### src/rtl/progrom_load_arbiter.sv
// Program ROM port arbiter: fetcher pass-through in RUN, UART byte loader in LOAD.
// Loader packs big-endian bytes into words and writes them from address 0 upward.
module progrom_load_arbiter #(
    parameter int ADDR_W       = 14,
    parameter int IDLE_TIMEOUT = 100000
) (
    input  logic              iCpuClock,
    input  logic              iCpuReset,
    input  logic              iLoadRequest,
    input  logic              iByteValid,
    input  logic [7:0]        iByte,
    input  logic [ADDR_W-1:0] iFetchAddr,
    output logic [ADDR_W-1:0] oRomAddr,
    output logic [31:0]       oRomWriteData,
    output logic              oRomWriteEnable,
    output logic              oCpuHold,
    output logic              oLoadDone,
    output logic [ADDR_W:0]   oWordCount
);

    localparam int TW = $clog2(IDLE_TIMEOUT + 1);
    localparam logic [TW-1:0] TMO_MAX = TW'(IDLE_TIMEOUT - 1);

    typedef enum logic [1:0] {ST_RUN, ST_LOAD, ST_FINISH} state_t;

    state_t            state_q, state_d;
    logic [1:0]        idx_q, idx_d;
    logic [23:0]       asm_q, asm_d;
    logic [31:0]       wdata_q, wdata_d;
    logic              wr_q, wr_d;
    logic [ADDR_W-1:0] ptr_q, ptr_d;
    logic [ADDR_W:0]   cnt_q, cnt_d;
    logic [TW-1:0]     tmo_q, tmo_d;
    logic              last_wr;

    // Write to the top address ends the load; nothing after it is accepted.
    assign last_wr = wr_q && (ptr_q == {ADDR_W{1'b1}});

    always_comb begin
        state_d = state_q;
        idx_d   = idx_q;
        asm_d   = asm_q;
        wdata_d = wdata_q;
        wr_d    = 1'b0;
        ptr_d   = ptr_q;
        cnt_d   = cnt_q;
        tmo_d   = tmo_q;
        case (state_q)
            ST_RUN: begin
                if (iLoadRequest) begin
                    state_d = ST_LOAD;
                    idx_d   = 2'd0;
                    ptr_d   = '0;
                    cnt_d   = '0;
                    tmo_d   = '0;
                end
            end
            ST_LOAD: begin
                if (wr_q) begin
                    ptr_d = ptr_q + 1'b1;
                    cnt_d = cnt_q + 1'b1;
                end
                if (last_wr) begin
                    state_d = ST_FINISH;
                end else if (iByteValid) begin
                    tmo_d = '0;
                    idx_d = idx_q + 2'd1;
                    case (idx_q)
                        2'd0: asm_d[23:16] = iByte;
                        2'd1: asm_d[15:8]  = iByte;
                        2'd2: asm_d[7:0]   = iByte;
                        2'd3: begin
                            wdata_d = {asm_q, iByte};
                            wr_d    = 1'b1;
                        end
                    endcase
                end else begin
                    if (tmo_q != TMO_MAX)
                        tmo_d = tmo_q + 1'b1;
                    // An empty load never times out; a partial word is simply dropped.
                    if (tmo_q == TMO_MAX && cnt_q != '0 && !wr_q)
                        state_d = ST_FINISH;
                end
            end
            ST_FINISH: state_d = ST_RUN;
            default:   state_d = ST_RUN;
        endcase
    end

    always_ff @(posedge iCpuClock or posedge iCpuReset) begin
        if (iCpuReset) begin
            state_q <= ST_RUN;
            idx_q   <= 2'd0;
            asm_q   <= '0;
            wdata_q <= '0;
            wr_q    <= 1'b0;
            ptr_q   <= '0;
            cnt_q   <= '0;
            tmo_q   <= '0;
        end else begin
            state_q <= state_d;
            idx_q   <= idx_d;
            asm_q   <= asm_d;
            wdata_q <= wdata_d;
            wr_q    <= wr_d;
            ptr_q   <= ptr_d;
            cnt_q   <= cnt_d;
            tmo_q   <= tmo_d;
        end
    end

    assign oCpuHold        = (state_q != ST_RUN);
    assign oLoadDone       = (state_q == ST_FINISH);
    assign oRomWriteEnable = wr_q;
    assign oRomWriteData   = wdata_q;
    assign oWordCount      = cnt_q;
    assign oRomAddr        = (state_q == ST_LOAD) ? ptr_q : iFetchAddr;

endmodule

### config.mk
export PLATFORM = sky130hd
export DESIGN_NAME = progrom_load_arbiter
export DESIGN_NICKNAME = d
export VERILOG_FILES = /design/src/rtl/progrom_load_arbiter.sv
export SDC_FILE = /design/constraint.sdc
export NUM_CORES = 1
export LEC_CHECK = 0
export CAP_MARGIN = 5
export CORE_ASPECT_RATIO = 1.2
export CORE_MARGIN = 2
export CORE_UTILIZATION = 55
export DETAILED_ROUTE_END_ITERATION = 6
export GPL_TIMING_DRIVEN = 0
export PLACE_DENSITY = 0.86
export SLEW_MARGIN = 5
export SYNTH_ARGS = -nofsm -noshare
export SYNTH_HDL_FRONTEND = slang
export SYNTH_SLANG_ARGS = --single-unit
### constraint.sdc
create_clock -name iCpuClock -period 9.8 [get_ports iCpuClock]
set_input_delay 0.98 -clock iCpuClock [delete_from_list [all_inputs] [get_ports iCpuClock]]
set_output_delay 0.98 -clock iCpuClock [all_outputs]
set_load 0.01 [all_outputs]
==> reports/results.txt, run 1 <==
endpoint class of the critical path = primary output
critical-path maximum fanout = 10
outcome = finished, final reports clean
Buffers on Ports = 89
Worst IR Drop VDD = 168 µV
wire length of the first global-routing pass = 19000 µm
count of clock tree sinks = 107
total power = 1.44 mW
proportion of synthesized chip area in sequential cells = 0.523
proportion of netlist area held by the largest area contributor = 0.523
top area cells in the synthesized netlist = dfrtp_1 52%, mux2_2 12%, nand2_1 4.7%
post-synthesis mux area share = 0.135
LEAKAGE = 2.86 nW
final count of negative-setup-slack endpoints = 0
Min Clock Period, post-route = 3460 ps
Slowest cell on crit path = clkdlybuf4s50_1
RSZ-0062 raised after global routing = no
final hold violations = 0
max-capacitance violation count = 0
Fin Clk Skew = 7.11 ps
antenna cells = 0
post-synthesis simple-gate area fraction = 0.206
delay-heaviest family, CP = buffers and inverters
maximum number of pins on one net before global-route repair = 63
average detailed-routed wire length per instance = 16.5 µm
GP Congestion = 0.946
Synth Net Count = 499
max incr delay on CP = 540 ps
share of the synthesized netlist area taken by xor and xnor gates = 0.0496
Max-slew headroom = 0.465
post-synthesis instance total = 465
number of buffers added for setup after CTS = 0
DP Wirelength = 8210 µm
area fraction in compound gates after synthesis = 0.0383
hold buffer count at cts = 0
net count reported at finish = 600
Clk Latency, worst-skew pair = 370 ps
post-synthesis cell type count = 50
average instance area after synthesis = 11.0 µm²
cell row count = 38
share of the clock period used by the worst path = 0.353
ratio of cells with drive above 1 in the final layout = 0.177
clock tree from TritonCTS = done
highest achievable clock rate = 0.289 GHz
number of antenna-violating nets in the routed design = 0
placeable core area = 9030 µm²
GRT Overall Usage = 0.242
final number of max-transition violations = 0
total placed cells including tap cells = 675
number of DRC markers after the initial detailed-route iteration = 267
Area growth, synth to finish = 24.2%
Vias/cell = 5.56
number of storage elements in the synthesis netlist = 107
total congestion overflow = 0
Util after Layout = 0.705
Non-Filler Instances = 691
largest family of logic cells by synthesized area = simple AND/OR/NAND/NOR gates
startpoint kind of the worst setup timing path = register
die width = 92.1 µm
Worst Hold Class = reg -> reg
routed wire length = 11400 µm
Inserted Clock Buffers = 9
Crit path buffers/inverters = 4
CP Data Arrival Time = 2480 ps
total number of vias = 3841
DRC viols = 0
actual slew at the worst max-slew pin = 795 ps
CTS Root Buffer Type = clkbuf_8
Total Negative Setup Slacks = 0 ps
DIE AREA = 10100 µm²
number of top-level design ports = 90
vias in the first global route = 3898
post-CTS clock slew at the launch and capture registers of the worst setup and hold paths = 100 ps
number of iterations in the first detailed-routing pass = 5
yosys warns = 0
Initial Util = 0.567
adder-cell area share of the yosys netlist = 0.0195
worst path required time = 8820 ps
antenna violations before repair = 0
number of buffers on the longest clock path = 2
cell taking the most area after synthesis = dfrtp_1
Filler Cell Count = 670
startpoint-to-endpoint class of the critical path = reg -> out
netlist area before placement = 5120 µm²
maximum level of the CTS H-tree = 3
Resize count post-CTS = 0
ordered list of cells on the worst path = buf_2 -> nor2b_1 -> clkbuf_1 -> clkbuf_1 -> nand2_1 -> nand2_1 -> clkdlybuf4s50_1
Chip Height = 110 µm
Power Density = 226 nW/µm²
-- logic make-up after synthesis --
group,Yosys count
and+or+nand+nor,199
DFF,107
muxes,62
AOI/OAI and AO/OA,31
xor gates and xnor gates,29
buffers and inverters,29
adders and majority gates,8
-- path summary, 6_finish.rpt --
path	startpoint	end	slack [ps]	depth (start not counted)
worst max-delay path	state_q[0]$_DFFE_PP0P_	oRomAddr[2]	6340	7
worst min-delay path	oRomWriteData[17]$_DFFE_PP0P_	oRomWriteData[17]$_DFFE_PP0P_	500	1
worst max register to register	ptr_q[0]$_DFFE_PP0P_	oRomWriteData[10]$_DFFE_PP0P_	7570	8
worst min register to register	oRomWriteData[17]$_DFFE_PP0P_	oRomWriteData[17]$_DFFE_PP0P_	500	1
max in group asynchronous	iCpuReset	idx_q[0]$_DFFE_PP0P_	8090	3
min in group asynchronous	iCpuReset	oRomWriteData[14]$_DFFE_PP0P_	1020	2
-- through the flow --
| step | hold slack, ps | worst slack [ps] | area (µm²) |
|---|---|---|---|
| after floorplan | 460 | 6000 | 5120 |
| after global placement | 471 | 4640 | 6160 |
| after detailed placement | 489 | 6550 | 6190 |
| after CTS | 507 | 6360 | 6360 |
| after global routing | 525 | 6190 | 6360 |
| final | 504 | 6340 | 6360 |
-- per-layer routing --
| metal | global-route usage | vias up | share of wire |
|---|---|---|---|
| met1 | 0.290 | 1896 | 0.41 |
| met3 | 0.0740 | 19 | 0.057 |
| met5 | 0 | - | 0 |
| met4 | 0.0821 | 0 | 0.019 |
| met2 | 0.418 | 113 | 0.51 |
| li1 | - | 1813 | - |
-- cells in the final DEF (no fill, tap or decap), types with 3 or more instances in the layout --
cell type	count
xor2_1	18
o31ai_1	3
clkbuf_8	9
inv_1	8
mux2i_1	5
dfrtp_1	107
ha_1	8
nand2_1	64
xnor2_1	11
buf_2	6
nor4_1	5
nand4_1	17
a21oi_1	5
and2_1	4
nand3_1	21
clkdlybuf4s50_1	89
o21ai_0	12
a31oi_1	3
nor3b_1	4
clkbuf_1	9
nand2b_1	5
nor2_1	39
and3_1	13
buf_6	4
mux2_2	56
nor4b_1	3
nor3_1	4
nor4_2	3
-- cells in the mapped netlist, drive strengths merged --
cell type / number
a41oi: 1
o21ai: 12
ha: 8
o41ai: 1
dfrtp: 107
nand2: 65
inv: 9
or4: 2
nor3: 7
o31ai: 3
nor2: 41
nand4: 18
nand4bb: 1
and2: 4
nor4b: 3
and3: 13
o21ba: 1
nand4b: 1
or2: 2
o21bai: 1
nor2b: 2
nor3b: 4
buf: 11
nor4: 8
nand3: 22
xnor2: 11
mux2i: 5
xor2: 18
clkbuf: 9
a211o: 2
mux2: 57
a31o: 1
a21oi: 6
nand2b: 5
or3: 1
a31oi: 3
-- power breakdown --
group	internal, mW	switching (mW)
combinational	0.299	0.260
sequential	0.563	0.0724
clock	0.0925	0.149
total	0.955	0.481
-- final cells by class --
class	count	area [µm²]	area share
Sequential cell	107	2680	0.421
Multi-Input combinational cell	329	2300	0.361
Timing Repair Buffer	90	918	0.144
Tap cell	120	150	0.0236
Clock buffer	10	128	0.0201
Buffer	20	114	0.0179
Clock inverter	6	42.5	0.00668
Inverter	9	36.3	0.00570
-- sequential cells by signal (all words and copies together) (netlist names) --
| register | cells |
|---|---|
| oRomWriteData | 32 |
| asm_q | 24 |
| tmo_q | 17 |
| oWordCount | 15 |
| ptr_q | 14 |
| idx_q | 2 |
| state_q | 2 |
| oRomWriteEnable | 1 |
No activity file was read; power rests on OpenSTA's default activity.
==> inputs of run 2 (changes only) <==
Settings changed: CORE_UTILIZATION 55 to 48, PLACE_DENSITY 0.86 to 0.8.
Clock period 9.8 ns to 2.86 ns, I/O delays scaled along.
==> reports/results.txt, run 2 (same netlist as run 1, synthesis figures left out) <==
outcome = finished, final reports clean
number of cells on the worst reg-to-reg path = 6 (-2)
ratio of cells with drive above 1 in the final layout = 0.182 (+0.00494)
final number of max-transition violations = 0 (unchanged)
Buffers on Ports = 89 (unchanged)
antenna cells = 0 (unchanged)
Area growth, synth to finish = 28.2%
vias in the first global route = 4013 (+3.0%)
Critical R2R Launch = tmo_q[0]$_DFFE_PP0P_
maximum number of pins on one net before global-route repair = 42 (-33%)
Power Density = 837 nW/µm² (+270%)
DIE AREA = 11500 µm² (+14%)
total number of vias = 3841 (unchanged)
DRC viols = 0 (unchanged)
Worst R2R End = tmo_q[0]$_DFFE_PP0P_
startpoint kind of the worst setup timing path = register
CP Data Arrival Time = 2290 ps (-190 ps)
number of buffers on the longest clock path = 2 (unchanged)
Worst IR Drop VDD = 543 µV (+220%)
clock tree from TritonCTS = done
DP Wirelength = 8400 µm (+2.4%)
LEAKAGE = 2.95 nW (+3.3%)
total congestion overflow = 0 (unchanged)
startpoint-to-endpoint class of the critical path = reg -> out
max FFs per register = 32 (unchanged)
number of DRC markers after the initial detailed-route iteration = 283 (+6.0%)
Initial Util = 0.490 (-0.0776)
Clk Latency, worst-skew pair = 350 ps (-20 ps)
minimum setup slack among reg-to-reg paths = 550 ps (-7020 ps)
GP Congestion = 0.892 (-5.6%)
Inserted Clock Buffers = 9 (unchanged)
final hold violations = 0 (unchanged)
Vias/cell = 5.48 (-1.4%)
max-capacitance violation count = 0 (unchanged)
post-CTS clock slew at the launch and capture registers of the worst setup and hold paths = 70 ps (-30 ps)
Chip Height = 117 µm (+6.8%)
hold buffer count at cts = 0 (unchanged)
worst path required time = 2570 ps (-6250 ps)
least setup slack across all paths after layout = 284 ps (-6050 ps)
commonest cells after routing, fill and taps aside = 107 x dfrtp_1, 89 x clkdlybuf4s50_1, 64 x nand2_1
final count of negative-setup-slack endpoints = 0 (unchanged)
wire length of the first global-routing pass = 19000 µm (+0.15%)
Max-slew headroom = 0.494 (+0.0291)
die width = 98.3 µm (+6.7%)
CTS Root Buffer Type = clkbuf_16
Fin Clk Skew = 8.55 ps (+1.43 ps)
Worst Hold Class = in -> async
average detailed-routed wire length per instance = 16.3 µm (-0.97%)
Min Clock Period, post-route = 2580 ps
endpoint class of the critical path = primary output
GRT Overall Usage = 0.207 (-0.0348)
worst setup slack before clock tree synthesis = 222 ps (-6330 ps)
routed wire length = 11400 µm (+0.47%)
share of the clock period used by the worst path = 0.901
critical-path maximum fanout = 10 (unchanged)
number of iterations in the first detailed-routing pass = 5 (unchanged)
net count reported at finish = 601 (+0.17%)
number of top-level design ports = 90 (unchanged)
highest achievable clock rate = 0.388 GHz
number of buffers added for setup after CTS = 0 (unchanged)
actual slew at the worst max-slew pin = 737 ps (-58.1 ps)
antenna violations before repair = 0 (unchanged)
number of antenna-violating nets in the routed design = 0 (unchanged)
most frequent standard cell in the layout excluding fill and tap cells = dfrtp_1
cell row count = 41 (+7.9%)
RSZ-0062 raised after global routing = no
maximum level of the CTS H-tree = 3 (unchanged)
Resize count post-CTS = 0 (unchanged)
count of clock tree sinks = 107 (unchanged)
placeable core area = 10500 µm² (+16%)
Total Negative Setup Slacks = 0 ps (unchanged)
-- run 2: cell count changes in the layout (fill, tap and decap cells not counted), sizes merged --
cell,previous run,this run
clkinv,4,2
bufinv,0,3
clkbuf,19,18
inv,9,10
buf,12,13
clkinvlp,2,1
-- run 2: cell type report --
type,instances,area [µm²]
Timing Repair Buffer,91,931
Tap cell,129,161
Multi-Input combinational cell,329,2300
Fill cell,837,3900
Buffer,20,115
Clock inverter,7,121
Sequential cell,107,2680
Inverter,9,37.5
Clock buffer,9,225
-- run 2: power breakdown --
group          total [mW]  leakage [nW]  switching, mW  internal [mW]
registers            2.17          1.42          0.240           1.93
clock network        1.42         0.170          0.562          0.862
logic                1.91          1.36          0.877           1.03
total                5.50          2.95           1.68           3.82
-- run 2: worst max-delay path by stage --
stage	start	end	depth (start not counted)
finish	state_q[0]$_DFFE_PP0P_	oRomAddr[4]	7
global route	state_q[0]$_DFFE_PP0P_	oRomAddr[8]	7
CTS	state_q[0]$_DFFE_PP0P_	oRomAddr[2]	7
detailed placement	iByteValid	tmo_q[0]$_DFFE_PP0P_	6
global placement	iByteValid	tmo_q[0]$_DFFE_PP0P_	6
floorplan	ptr_q[0]$_DFFE_PP0P_	oRomWriteData[0]$_DFFE_PP0P_	8
-- run 2: routing by layer --
metal / wire length (µm) / track usage / share of wire / vias to the layer above
li1: - / - / - / 1812
met1: 4660 / 0.239 / 0.41 / 1899
met2: 5870 / 0.375 / 0.51 / 111
met3: 679 / 0.0564 / 0.059 / 19
met4: 221 / 0.0712 / 0.019 / 0
met5: 0 / 0 / 0 / -
-- run 2: worst max-delay path: stages, from the launching register on --
cell,delay [ps]
dfrtp_1,310
buf_2,190
nor2b_1,150
clkbuf_1,320
clkbuf_2,280
nand2_1,90
nand2_1,70
clkdlybuf4s50_1,530
-- run 2: through the flow --
step	util	hold slack, ps	area, µm²	power, mW	cells
2_1_floorplan	-	433	5130	3.20	465
3_3_place_gp	0.591	469	6180	4.03	683
3_5_place_dp	0.594	484	6220	4.12	685
4_1_cts	0.627	418	6570	5.56	701
5_1_grt	0.628	491	6570	5.82	701
6_report	0.628	396	6570	5.50	701
==> inputs of run 3 (changes only) <==
Settings changed: CTS_CLUSTER_SIZE set to 25.
==> results of run 3 <==
Same layout as run 2: the final DEF is identical, and so are final timing and power.
==> patch 1 (settings of run 3) <==
Make the reset (`iCpuReset`) synchronous in one clocked block.
--- a/src/rtl/progrom_load_arbiter.sv
+++ b/src/rtl/progrom_load_arbiter.sv
@@ -87,7 +87,7 @@
         endcase
     end
 
-    always_ff @(posedge iCpuClock or posedge iCpuReset) begin
+    always_ff @(posedge iCpuClock) begin
         if (iCpuReset) begin
             state_q <= ST_RUN;
             idx_q   <= 2'd0;
Check against the original RTL: differs if iCpuReset is asserted again (counterexample within 4 cycles, from zero or initial values and one cycle with iCpuReset high); with iCpuReset held inactive, the same outputs for 4 cycles.
==> patch 1 against run 3 <==
Routed wire length grew 1.1%. Setup slack lost 0.093 ns. Sequential cell count is the same. Cell area shrank 7.9%. Synthesized area shrank 8.1%. Critical path type unchanged. Critical endpoint is now oRomAddr[1]. Largest cell class is now multi-input combinational cells.
Power is not compared: it rests on default switching activity, and its combinational part moved more than twofold at a synthesized area within 25%.
==> patch 1: results <==
status:
  status: "completed"
yosys:
  synthTopCellsByArea: "dfxtp_1 45%, nand2_1 10%, mux2i_1 5.7%"
  synth_common_cells: "129 x nand2_1, 107 x dfxtp_1, 69 x nor2_1"
  synth_cell_type_count: 45
  synth_fp_nets: 599
  synth_xor_area_frac: 0.06139
  synthAdderAreaFrac: 0.02126
  synth.mux.area_fraction: 0.05740
place:
  gp_congestion: 0.8509
  place_ws_ns: 0.2556
  place_hpwl_um: 8525
route:
  viasPerCell: 5.309
  wl_met3_um: 648
  drt-initial-drc-count: 235
  routed-wl-met2_um: 5691
  dr.pass1.iters: 6
  wl_met1_um: 4947
setup_path:
  crit_fanout: 19
  r2r_start: "ptr_q[0]$_SDFFE_PP0P_"
  arrival_ns: 2.38
  cp-startpoint: "state_q[0]$_SDFFE_PP0P_"
finish:
  nFillCells: 818
  drive_above_1_share: 0.06278
global_routing:
  grt_use_met1: 0.2821
  grt_pass1_wl_um: 19150
  grtUsageMet2: 0.3814
  grt_use_total: 0.2253
timing:
  maxSlewHeadroom: 0.4135
  hold_slack_ns: 0.4533
hold_path:
  hold_path.class: "reg -> reg"
pwr:
  p_total_mw: 3.006
-- patch 1: changes by cell type after synthesis, sizes merged, moves of 28 or more --
cell | before | now
dfrtp | 107 | 0
nor2 | 41 | 69
dfxtp | 0 | 107
nand2 | 65 | 129
a21oi | 6 | 46
mux2 | 57 | 0
-- patch 1: stage by stage --
stage          utilization  instance area (um2)  cells
2_1_floorplan            -                 4708    565
3_3_place_gp        0.6046                 5753    777
3_5_place_dp        0.6046                 5753    777
4_1_cts             0.6355                 6047    792
5_1_grt             0.6355                 6047    792
6_report            0.6355                 6047    792
-- patch 1: layout make-up --
cell class                 count  share of cell area
sequential                   107              0.3542
clock inverter                 4            0.004966
clock buffer                  12             0.04407
multi-input combinational    416              0.3954
tap                          123             0.02545
buffer                        32             0.02297
inverter                       9            0.005587
timing repair buffer          89              0.1473
-- patch 1: critical path: cells and delay by family, from the launching register on --
kind          cells  cell delay, ns
flops             1            0.33
buf+inv           3            1.10
simple gates      3            0.59
==> patch 2 (config.mk and constraints of run 3) <==
Without the edit above. The parameter `ADDR_W` goes from 14 to 12.
--- a/src/rtl/progrom_load_arbiter.sv
+++ b/src/rtl/progrom_load_arbiter.sv
@@ -1,7 +1,7 @@
 // Program ROM port arbiter: fetcher pass-through in RUN, UART byte loader in LOAD.
 // Loader packs big-endian bytes into words and writes them from address 0 upward.
 module progrom_load_arbiter #(
-    parameter int ADDR_W       = 14,
+    parameter int ADDR_W       = 12,
     parameter int IDLE_TIMEOUT = 100000
 ) (
     input  logic              iCpuClock,
Ports: changed (resized iFetchAddr, oRomAddr and oWordCount); port bits go from 90 to 84. No check against the original RTL was run, so the function may have changed too.
==> patch 2 against run 3 <==
Sequential cell count fell by 4. Largest cell class unchanged. Synthesized area fell by 5.8%. Setup slack improved by 0.0040 ns. Routed wire length fell by 3.0%. Cell area fell by 5.9%. Highest routed layer unchanged. Power fell by 7.8%. Via count fell by 3.9%. Global-route usage rose by 0.86 points.
==> patch 2: results <==
pwr:
  pwr.group.clock_mw: 1.28
  ir_drop_uv: 619.6
  internal-power_mw: 3.592
  p_leak_nw: 2.753
global_routing:
  grt_pass1_vias: 3788
  grt_use_total: 0.2156
  grtUsageMet2: 0.3650
  grtUsageMet3: 0.05812
status:
  status: "completed"
yosys:
  syn_avg_cell_area_um2: 11.10
  synthAdderAreaFrac: 0.02073
  synth_common_cells: "103 x dfrtp_1, 55 x nand2_1, 30 x nor2_1"
  synth_xor_area_frac: 0.03446
  synth_fp_nets: 467
  synth.mux.area_fraction: 0.1373
  synthTopCellsByArea: "dfrtp_1 53%, mux2_1 6.8%, mux2_2 6.8%"
finish:
  multi_input_area_share: 0.3429
  buffers: 103
  multi_input_gates: 305
  nFillCells: 810
  drive_above_1_share: 0.1306
  clockNetworkAreaShare: 0.05162
  buf_share: 0.1569
  nFlopsAndLatches: 103
timing:
  worstMarginPinSlew_ns: 0.9219
  skew_ns: 0.006140
place:
  portBuffers: 83
  gp_congestion: 0.8785
  place_hpwl_um: 7821
route:
  vias: 3690
  wl_met3_um: 705
  routed-wl-met2_um: 5794
  routed_wirelength_um: 11090
  dr.pass1.iters: 4
  wl_met1_um: 4370
-- patch 2: cell types whose count changed in the layout (fill, tap and decap cells not counted), moves of 4 or more --
cell and change:
o21ai_0 +14, mux2i_1 -4, and3_1 -4, mux2_1 +28, mux2_2 -27, nand2_1 -9, a21o_1 +4, dfrtp_1 -4
xnor2_1 -8, nor2_1 -9, nand3_1 -4, a31oi_1 +7, clkdlybuf4s50_1 -6
-- patch 2: worst paths after layout --
| path | from | end | slack [ns] | depth (start not counted) |
|---|---|---|---|---|
| min | iCpuReset | oWordCount[11]$_DFFE_PP0P_ | 0.41 | 2 |
| max reg2reg | ptr_q[1]$_DFFE_PP0P_ | oRomWriteData[23]$_DFFE_PP0P_ | 0.67 | 7 |
| max in group asynchronous | iCpuReset | tmo_q[9]$_DFFE_PP0P_ | 1.81 | 3 |
| min in group iCpuClock | asm_q[11]$_DFFE_PP0P_ | oRomWriteData[19]$_DFFE_PP0P_ | 0.49 | 1 |
| min reg2reg | asm_q[11]$_DFFE_PP0P_ | oRomWriteData[19]$_DFFE_PP0P_ | 0.49 | 1 |
| max | state_q[1]$_DFFE_PP0P_ | oRomAddr[9] | 0.29 | 6 |
-- patch 2: metrics by stage --
stage,util,power [mW],instance area (um2)
3_3_place_gp,0.5874,3.723,5821
4_1_cts,0.6236,5.127,6180
5_1_grt,0.6237,5.350,6181
3_5_place_dp,0.5914,3.808,5861
6_report,0.6237,5.069,6181
2_1_floorplan,-,2.971,4832
-- patch 2: logic make-up after synthesis --
kind of cell	after synthesis
compound gates	59
xor+xnor	19
buf+inv	27
fa+ha+maj	8
flops	103
simple gates	160
mux	59
-- patch 2: repair_timing --
action / 4_1_cts / 5_1_grt
gates resized for setup: 0 / 2
setup buffers: 0 / 0
setup endpoints to repair: 0 / 3
